[config.mk]
export PLATFORM = sky130hd
export DESIGN_NAME = serial_adder
export DESIGN_NICKNAME = d
export VERILOG_FILES = /design/src/rtl/adder_pkg.sv /design/src/rtl/digit_adder.sv /design/src/rtl/serial_adder.sv
export SDC_FILE = /design/constraint.sdc
export NUM_CORES = 1
export LEC_CHECK = 0
export CELL_PAD_IN_SITES_DETAIL_PLACEMENT = 1
export CELL_PAD_IN_SITES_GLOBAL_PLACEMENT = 2
export CORE_MARGIN = 5
export CORE_UTILIZATION = 32
export CTS_CLUSTER_DIAMETER = 50
export DETAILED_ROUTE_END_ITERATION = 7
export PLACE_DENSITY_LB_ADDON = 0.1
export RECOVER_POWER = 50
export SYNTH_ARGS = -nofsm -noshare
export SYNTH_HDL_FRONTEND = slang
export SYNTH_SLANG_ARGS = --single-unit
[constraint.sdc]
create_clock -name clk -period 3.29 [get_ports clk]
set_clock_uncertainty 0.2 [all_clocks]
set_input_delay 0.329 -clock clk [delete_from_list [all_inputs] [get_ports clk]]
set_output_delay 0.329 -clock clk [all_outputs]
set_load 0.05 [all_outputs]
[src/rtl/adder_pkg.sv]
// rtl/adder_pkg.sv - shared types and sizing helpers for serial_adder
package adder_pkg;

  // Control states of the digit-serial adder
  typedef enum logic [1:0] {
    IDLE = 2'd0,
    RUN  = 2'd1,
    DONE = 2'd2
  } state_t;

  // Number of DIGIT-wide slices in a WIDTH-bit operand
  function automatic int num_digits(input int width, input int digit);
    return width / digit;
  endfunction

  // Bits needed to count 0..n-1; a single-digit adder still keeps a 1-bit counter
  function automatic int cnt_width(input int n);
    return (n > 1) ? $clog2(n) : 1;
  endfunction

endpackage

[src/rtl/digit_adder.sv]
// rtl/digit_adder.sv - combinational DIGIT-bit ripple of full-adder cells
module digit_adder #(
  parameter int DIGIT = 4
) (
  input  logic [DIGIT-1:0] x,
  input  logic [DIGIT-1:0] y,
  input  logic             ci,
  output logic [DIGIT-1:0] s,
  output logic             co
);

  logic c;

  // Ripple the carry LSB to MSB through one full-adder cell per bit
  always_comb begin
    s = '0;
    c = ci;
    for (int i = 0; i < DIGIT; i++) begin
      s[i] = x[i] ^ y[i] ^ c;
      c    = (x[i] & y[i]) | (c & (x[i] ^ y[i]));
    end
    co = c;
  end

endmodule

[src/rtl/serial_adder.sv]
// rtl/serial_adder.sv - digit-serial two's-complement adder; define SERIAL_ADDER_SUBTRACT_EN to add the sub port
module serial_adder
  import adder_pkg::*;
#(
  parameter int WIDTH = 32,
  parameter int DIGIT = 4
) (
  input  logic             clk,
  input  logic             rst_n,
  input  logic             in_valid,
  output logic             in_ready,
  input  logic [WIDTH-1:0] a,
  input  logic [WIDTH-1:0] b,
  input  logic             cin,
`ifdef SERIAL_ADDER_SUBTRACT_EN
  input  logic             sub,
`endif
  output logic             out_valid,
  input  logic             out_ready,
  output logic [WIDTH-1:0] sum,
  output logic             cout,
  output logic             overflow
);

  localparam int N  = num_digits(WIDTH, DIGIT);
  localparam int CW = cnt_width(N);

  // Operands must split into whole digits
  if ((WIDTH < 1) || (DIGIT < 1) || ((WIDTH % DIGIT) != 0)) begin : g_bad_param
    $error("serial_adder: WIDTH must be a positive multiple of DIGIT");
  end

  state_t                  state;
  state_t                  state_nxt;
  logic [WIDTH-1:0]        a_sr;
  logic [WIDTH-1:0]        b_sr;
  logic [WIDTH-1:0]        sum_r;
  logic                    carry;
  logic                    a_msb;
  logic                    b_msb;
  logic                    cout_r;
  logic                    ovf_r;
  logic [CW-1:0]           cnt;
  logic                    last_digit;
  logic [WIDTH-1:0]        b_eff;
  logic                    c_init;
  logic [DIGIT-1:0]        dsum;
  logic                    dco;
  logic [WIDTH+DIGIT-1:0]  sum_cat;

`ifdef SERIAL_ADDER_SUBTRACT_EN
  // Subtraction is a + ~b + 1, so the carry-in is forced high and cin is ignored
  assign b_eff  = sub ? ~b : b;
  assign c_init = sub ? 1'b1 : cin;
`else
  assign b_eff  = b;
  assign c_init = cin;
`endif

  assign last_digit = (cnt == CW'(N - 1));

  // New digit enters at the top of the sum register; after N steps the LSB digit lands at bit 0
  assign sum_cat = {dsum, sum_r};

  digit_adder #(
    .DIGIT (DIGIT)
  ) u_digit_adder (
    .x  (a_sr[DIGIT-1:0]),
    .y  (b_sr[DIGIT-1:0]),
    .ci (carry),
    .s  (dsum),
    .co (dco)
  );

  // State register
  always_ff @(posedge clk or negedge rst_n) begin
    if (!rst_n) begin
      state <= IDLE;
    end else begin
      state <= state_nxt;
    end
  end

  // Next-state and handshake outputs; in_ready and out_valid live in disjoint states
  always_comb begin
    state_nxt = state;
    in_ready  = 1'b0;
    out_valid = 1'b0;
    case (state)
      IDLE: begin
        in_ready = 1'b1;
        if (in_valid) begin
          state_nxt = RUN;
        end
      end
      RUN: begin
        if (last_digit) begin
          state_nxt = DONE;
        end
      end
      DONE: begin
        out_valid = 1'b1;
        if (out_ready) begin
          state_nxt = IDLE;
        end
      end
      default: begin
        state_nxt = IDLE;
      end
    endcase
  end

  // Operand capture, per-digit shift/accumulate, and final flag capture
  always_ff @(posedge clk or negedge rst_n) begin
    if (!rst_n) begin
      a_sr   <= '0;
      b_sr   <= '0;
      sum_r  <= '0;
      carry  <= 1'b0;
      a_msb  <= 1'b0;
      b_msb  <= 1'b0;
      cout_r <= 1'b0;
      ovf_r  <= 1'b0;
      cnt    <= '0;
    end else begin
      case (state)
        IDLE: begin
          if (in_valid) begin
            a_sr   <= a;
            b_sr   <= b_eff;
            sum_r  <= '0;
            carry  <= c_init;
            a_msb  <= a[WIDTH-1];
            b_msb  <= b_eff[WIDTH-1];
            cout_r <= 1'b0;
            ovf_r  <= 1'b0;
            cnt    <= '0;
          end
        end
        RUN: begin
          a_sr  <= a_sr >> DIGIT;
          b_sr  <= b_sr >> DIGIT;
          sum_r <= sum_cat[WIDTH+DIGIT-1:DIGIT];
          carry <= dco;
          if (last_digit) begin
            // The last digit carries the sum MSB, so the flags are settled here
            cout_r <= dco;
            ovf_r  <= (a_msb == b_msb) && (dsum[DIGIT-1] != a_msb);
          end else begin
            cnt <= cnt + CW'(1);
          end
        end
        default: begin
        end
      endcase
    end
  end

  assign sum      = sum_r;
  assign cout     = cout_r;
  assign overflow = ovf_r;

endmodule
==> impl_metrics.py, run 1 <==
metrics = {
    "routing": {
        "drcViolationCount": 0,
        "wl_per_cell_um": 16.5,
        "drt_wl_total_um": 11100,
        "dr.pass1.iters": 4,
        "via_count": 3228,
        "postRouteAntennaNets": 0,
        "drt-vias-per-instance": 4.83,
        "initialDrtViolationCount": 217,
    },
    "timing": {
        "finalCritPeriodShare": 0.786,
        "fin_tns_setup_ns": 0,
        "finalMaxSlewViolations": 165,
        "rsz0062_at_grt": "no",
        "fmax_ghz": 0.387,
        "slew_headroom": -0.237,
        "fin_crit_ns": 2.59,
        "worstMarginPinSlew_ns": 1.86,
        "hold_viol_final": 0,
        "finalSetupViolations": 0,
    },
    "global_route": {
        "grt_pass1_wl_um": 17800,
        "grt_pass1_vias": 3369,
        "grt_max_degree": 91,
        "track_usage": 0.136,
        "grt_overflow": 0,
        "antenna_found_initial": 0,
    },
    "logic_synthesis": {
        "synth-seq-cells": 106,
        "synth_async_sr_flop_share": 1.00,
        "syn_nets": 465,
        "synth_edf_count": 0,
        "yosysSeqAreaShare": 0.576,
        "yosysMostFrequentCell": "dfrtp_1",
        "ys_warn_count": 0,
        "synth_xor_area_frac": 0,
        "synth_top_area_share": 0.576,
        "synth_common_cells": "106 x dfrtp_1, 63 x o21ai_0, 60 x nand2_1",
        "yosys-top-cells-area": "dfrtp_1 58%, mux2i_1 12%, a22o_1 8.4%",
        "synth_simple_gate_area_frac": 0.0619,
        "yosysTopAreaCell": "dfrtp_1",
        "synth_top_family_by_area": "compound AO/OA/AOI/OAI gates",
        "netlist_instances": 390,
        "synth-compound-area-share": 0.156,
        "muxShareOfSynthArea": 0.131,
        "syn-cell-area_mm2": 0.00461,
        "avgSynthCellArea_um2": 11.8,
        "synthFlopType": "dfrtp_1",
        "synth_fa_ha_area_frac": 0.0228,
        "synth_cell_types": 22,
    },
    "floorplan": {
        "core_mm2": 0.0140,
        "rows": 43,
        "die_h_um": 130,
        "dieArea_mm2": 0.0169,
        "dieWidth_um": 130,
        "io_pins": 105,
        "start_util": 0.329,
    },
    "worst_setup_path": {
        "max_stage_delay_ns": 1.16,
        "start_kind": "flip-flop",
        "slowest_stage": "clkbuf_2",
        "cp_data_arrival_time_ns": 2.54,
        "worstSetupEndpointType": "flip-flop",
        "crit_fanout": 90,
        "worstSetupPathType": "reg2reg",
        "cp.required_ns": 3.25,
        "reg2reg_setup_slack_ns": 0.70,
        "crit_chain": "o21bai_4, clkbuf_2, o21ai_0",
    },
    "power": {
        "ir_worst_vdd_mv": 0.325,
        "leakage_uw": 0.00285,
        "power_density_mw_per_mm2": 1000,
    },
    "placement": {
        "gp_congestion": 0.732,
        "portBuffers": 104,
        "place_area_mm2": 0.00575,
        "place_hpwl_um": 7630,
    },
    "job": {
        "maxCapViolations": 2,
    },
    "finish": {
        "fill_cells": 1524,
        "nets": 559,
        "layout-drive-gt1-share": 0.0613,
        "final_area_mm2": 0.00604,
        "diodes": 0,
        "syn_to_final_growth_pct": 31.2,
    },
    "clock_tree": {
        "clk_pin_slew_ns": 0.07,
        "ctsRootBufferMaster": "clkbuf_16",
        "cts_made_buffers": 9,
        "cts_sinks": 106,
        "clk_path_buf_depth": 2,
        "clock_latency_ns": 0.35,
        "tritoncts": "yes",
        "htreeDepth": 3,
        "post_cts_resize_count": 0,
    },
    "run_status": {
        "violations": "capacitance limit, slew limit",
        "status": "finished, violations left",
    },
    "min_path": {
        "hp-class": "reg2reg",
    },
}
[worst paths after layout]
path                                         to            startpoint  depth (start not counted)
setup / recovery           b_sr[27]$_DFFE_PN0P_  state[0]$_DFFE_PN0P_                          3
hold / removal             b_sr[13]$_DFFE_PN0P_  b_sr[13]$_DFFE_PN0P_                          2
setup reg to reg           b_sr[27]$_DFFE_PN0P_  state[0]$_DFFE_PN0P_                          3
hold reg to reg            b_sr[13]$_DFFE_PN0P_  b_sr[13]$_DFFE_PN0P_                          2
max in group asynchronous  b_sr[27]$_DFFE_PN0P_                 rst_n                          3
min in group asynchronous  a_sr[13]$_DFFE_PN0P_                 rst_n                          2
[stage by stage]
stage,std cells,worst slack (ns),total power (µW),util,hold slack (ns)
after floorplan,390,0.872,4230,-,-0.167
after global placement,652,0.813,4980,0.411,0.264
after detailed placement,652,0.715,5060,0.411,0.272
after CTS,669,0.731,6220,0.434,0.290
after global routing,669,0.345,6520,0.432,0.315
final,669,0.703,6060,0.432,0.283
[worst max-delay path: cells and delay by family, from the launching register on]
| family | cells | cell delay [ns] |
|---|---|---|
| compound gates | 2 | 0.47 |
| buf+inv | 1 | 1.16 |
| flops | 1 | 0.52 |
[logic make-up (layout without fill, tap and decap cells)]
logic type | Yosys count | in the layout
AND/OR/NAND/NOR | 70 | 70
buffers and inverters | 38 | 137
flip-flops | 106 | 106
multiplexers | 60 | 60
adder cells (fa/ha/maj) | 6 | 6
AO/OA/AOI/OAI | 110 | 110
[placed cells by master, fill, tap and decap left out, types with 2 or more instances in the layout]
cell,synthesis,routed
a22o_1,44,44
buf_4,5,5
clkbuf_16,0,9
inv_6,0,3
ha_1,2,2
nand2_1,60,60
mux2_2,3,3
nor2_1,3,3
a21oi_1,2,2
o21ai_0,63,63
mux2i_1,57,57
fa_1,4,4
dfrtp_1,106,106
clkdlybuf4s50_1,0,103
nand2b_1,2,2
clkbuf_2,0,4
inv_1,8,8
[registers in the layout, indices dropped and copies added, names as in the netlist]
name / flops
a_sr: 32
b_sr: 32
sum: 32
cnt: 3
state: 2
a_msb: 1
b_msb: 1
carry: 1
cout: 1
overflow: 1
[where the power goes]
part	internal (µW)	total (µW)	switching, µW	leakage [µW]
clock network	621	1120	503	0.000150
logic	1110	2710	1600	0.00134
registers	1860	2230	370	0.00136
total	3590	6060	2470	0.00285
[per-layer routing]
layer | GRT usage | vias up | share of wire
li1 | - | 1557 | -
met1 | 0.180 | 1590 | 0.45
met2 | 0.213 | 74 | 0.47
met3 | 0.0487 | 7 | 0.063
met4 | 0.0348 | 0 | 0.011
met5 | 0 | - | 0
[layout make-up]
class / instances / area (µm²) / area share
sequential: 106 / 2650 / 0.439
multi-input combinational: 246 / 1730 / 0.286
timing repair buffer: 113 / 1100 / 0.182
clock buffer: 10 / 239 / 0.0395
tap: 180 / 225 / 0.0373
clock inverter: 6 / 72.6 / 0.0120
inverter: 8 / 30.0 / 0.00497
[timing repair]
item / in CTS / in global routing
endpoints found under the hold margin: 71 / 0
setup endpoints to repair: 0 / 0
buffers inserted: 0 / 0
hold buffers: 1 / 0
Power figures use the tool's default switching activity.
==> run 2, diff against run 1 <==
Settings changed: CORE_UTILIZATION 32 to 29.
Clock period 3.29 ns to 2.1 ns, I/O delays scaled along.
==> run 2 against run 1 <==
The run ends with setup timing left. Combinational power up 65%. Flip-flop and latch count stayed put. Cell count grew 6.4%. Via count up 1.2%. Critical path depth rose by 6. Core utilization fell by 3.9 points. Highest routed layer unchanged.
==> impl_metrics.py, run 2 (same netlist as run 1, synthesis figures left out) <==
metrics = {
    "run_status": {
        "status": "finished, violations left",
        "violations": "setup timing",
    },
    "worst_setup_path": {
        "start_kind": "flip-flop",
        "worstSetupPathType": "reg2reg",
        "crit_chain": "fa_2, inv_2, fa_2, fa_2, inv_2, fa_1, and3b_1, a21oi_1, o21ai_1",
        "slowest_stage": "fa_1",
        "crit_family": "adder cells",
        "crit_start": "a_sr[0]$_DFFE_PN0P_",
        "crit_buf_inv": 2,
        "max_stage_delay_ns": 0.52,
        "crit_fanout": 3,
        "cp_data_arrival_time_ns": 2.51,
        "cp.required_ns": 2.13,
        "crit_top_cell": "fa_2",
        "rr_startpoint": "a_sr[0]$_DFFE_PN0P_",
        "worstSetupEndpointType": "flip-flop",
    },
    "floorplan": {
        "dieArea_mm2": 0.0185,
        "io_pins": 105,
        "dieWidth_um": 136,
        "die_h_um": 136,
        "core_mm2": 0.0157,
        "start_util": 0.293,
        "rows": 46,
    },
    "finish": {
        "layout-drive-gt1-share": 0.0867,
        "final_area_mm2": 0.00618,
        "final_common_cell": "dfrtp_1",
        "syn_to_final_growth_pct": 34.2,
        "diodes": 0,
        "nets": 566,
        "utilization": 0.393,
        "mostFrequentLayoutCells": "106 x dfrtp_1, 101 x clkdlybuf4s50_1, 62 x o21ai_0, 60 x nand2_1, 57 x mux2i_1",
    },
    "global_route": {
        "antenna_found_initial": 0,
        "grt_pass1_vias": 3530,
        "grt_pass1_wl_um": 18900,
        "track_usage": 0.131,
        "grt_overflow": 0,
        "grt_max_degree": 101,
    },
    "timing": {
        "rsz0062_at_grt": "yes",
        "fmax_ghz": 0.403,
        "fin_crit_ns": 2.48,
        "slew_headroom": 0.322,
        "hold_viol_final": 0,
        "finalCritPeriodShare": 1.18,
        "finalWorstSetupSlack_ns": -0.379,
        "finalMaxSlewViolations": 0,
        "finalSetupViolations": 4,
        "worstMarginPinSlew_ns": 1.02,
    },
    "placement": {
        "place_area_mm2": 0.00588,
        "gp_congestion": 0.716,
        "place_hpwl_um": 8000,
        "portBuffers": 104,
    },
    "routing": {
        "initialDrtViolationCount": 131,
        "drt-vias-per-instance": 4.59,
        "via_count": 3267,
        "wl_per_cell_um": 16.1,
        "postRouteAntennaNets": 0,
        "drt_wl_total_um": 11500,
        "dr.pass1.iters": 4,
        "drcViolationCount": 0,
    },
    "clock_tree": {
        "clock_latency_ns": 0.35,
        "cts_sinks": 106,
        "tritoncts": "yes",
        "htreeDepth": 3,
        "cts_made_buffers": 9,
        "clk_path_buf_depth": 2,
        "ctsRootBufferMaster": "clkbuf_16",
        "clk_pin_slew_ns": 0.07,
    },
    "power": {
        "netSwitchingFraction": 0.407,
        "seqPwrFrac": 0.358,
        "p_int_uw": 5760,
        "finalPower_uw": 9720,
        "ir_worst_vdd_mv": 0.530,
        "clkPwrFrac": 0.182,
        "p_sw_uw": 3960,
        "p_comb_frac": 0.460,
        "power_density_mw_per_mm2": 1570,
        "leakage_uw": 0.00289,
    },
    "job": {
        "maxCapViolations": 0,
    },
    "min_path": {
        "hp-start": "b[29]",
        "hp-class": "in2reg",
    },
}
-- run 2: per-layer routing --
| layer | global-route usage | vias to the layer above | wire (µm) |
|---|---|---|---|
| li1 | - | 1577 | - |
| met1 | 0.169 | 1615 | 5230 |
| met2 | 0.210 | 68 | 5480 |
| met3 | 0.0466 | 7 | 671 |
| met4 | 0.0308 | 0 | 105 |
| met5 | 0 | - | 0 |
-- run 2: repair_timing --
item | 4_1_cts | 5_1_grt
hold buffers | 1 | 0
hold endpoints to repair | 35 | 0
resized for setup | 0 | 1
buffers inserted | 1 | 1
gates cloned | 0 | 0
pin swaps | 3 | 0
setup endpoints to repair | 4 | 4
-- run 2: final timing paths --
check,to,slack [ns],depth (start not counted)
worst min register to register,b_sr[7]$_DFFE_PN0P_,0.28,2
worst max-delay path,overflow$_DFFE_PN0P_,-0.38,9
worst min-delay path,b_sr[29]$_DFFE_PN0P_,0.25,2
worst max register to register,overflow$_DFFE_PN0P_,-0.38,9
max in group asynchronous,a_sr[6]$_DFFE_PN0P_,0.22,3
min in group asynchronous,a_sr[20]$_DFFE_PN0P_,0.37,2
-- run 2: worst register-to-register path: stages (launching register included) --
cell     delay (ns)
dfrtp_1        0.41
fa_2           0.39
inv_2          0.06
fa_2           0.19
fa_2           0.19
inv_2          0.03
fa_1           0.52
and3b_1        0.19
a21oi_1        0.12
o21ai_1        0.07
-- run 2: layout make-up --
cell class / count / area [µm²]
Sequential cell: 106 / 2650
Clock inverter: 6 / 75.1
Inverter: 8 / 30.0
Fill cell: 1701 / 9530
Timing Repair Buffer: 120 / 1190
Clock buffer: 10 / 239
Tap cell: 216 / 270
Multi-Input combinational cell: 246 / 1730
-- run 2: power groups by stage --
stage	clock network [µW]	logic [µW]	registers [µW]
2_1_floorplan	0	2330	4320
3_3_place_gp	0	4430	3510
3_5_place_dp	0	4520	3540
4_1_cts	1860	4550	3510
5_1_grt	1940	4890	3620
6_report	1760	4470	3480
-- run 2: metrics by stage --
| step | cells | setup WS, ns | hold slack (ns) | TNS [ns] |
|---|---|---|---|---|
| 6_report | 712 | -0.379 | 0.253 | -1.04 |
| 5_1_grt | 712 | -0.476 | 0.243 | -4.63 |
| 4_1_cts | 711 | -0.395 | 0.200 | -0.957 |
| 3_5_place_dp | 693 | -0.426 | 0.0412 | -1.10 |
| 3_3_place_gp | 693 | -0.378 | 0.0357 | -0.985 |
| 2_1_floorplan | 390 | -0.308 | -0.286 | -0.692 |
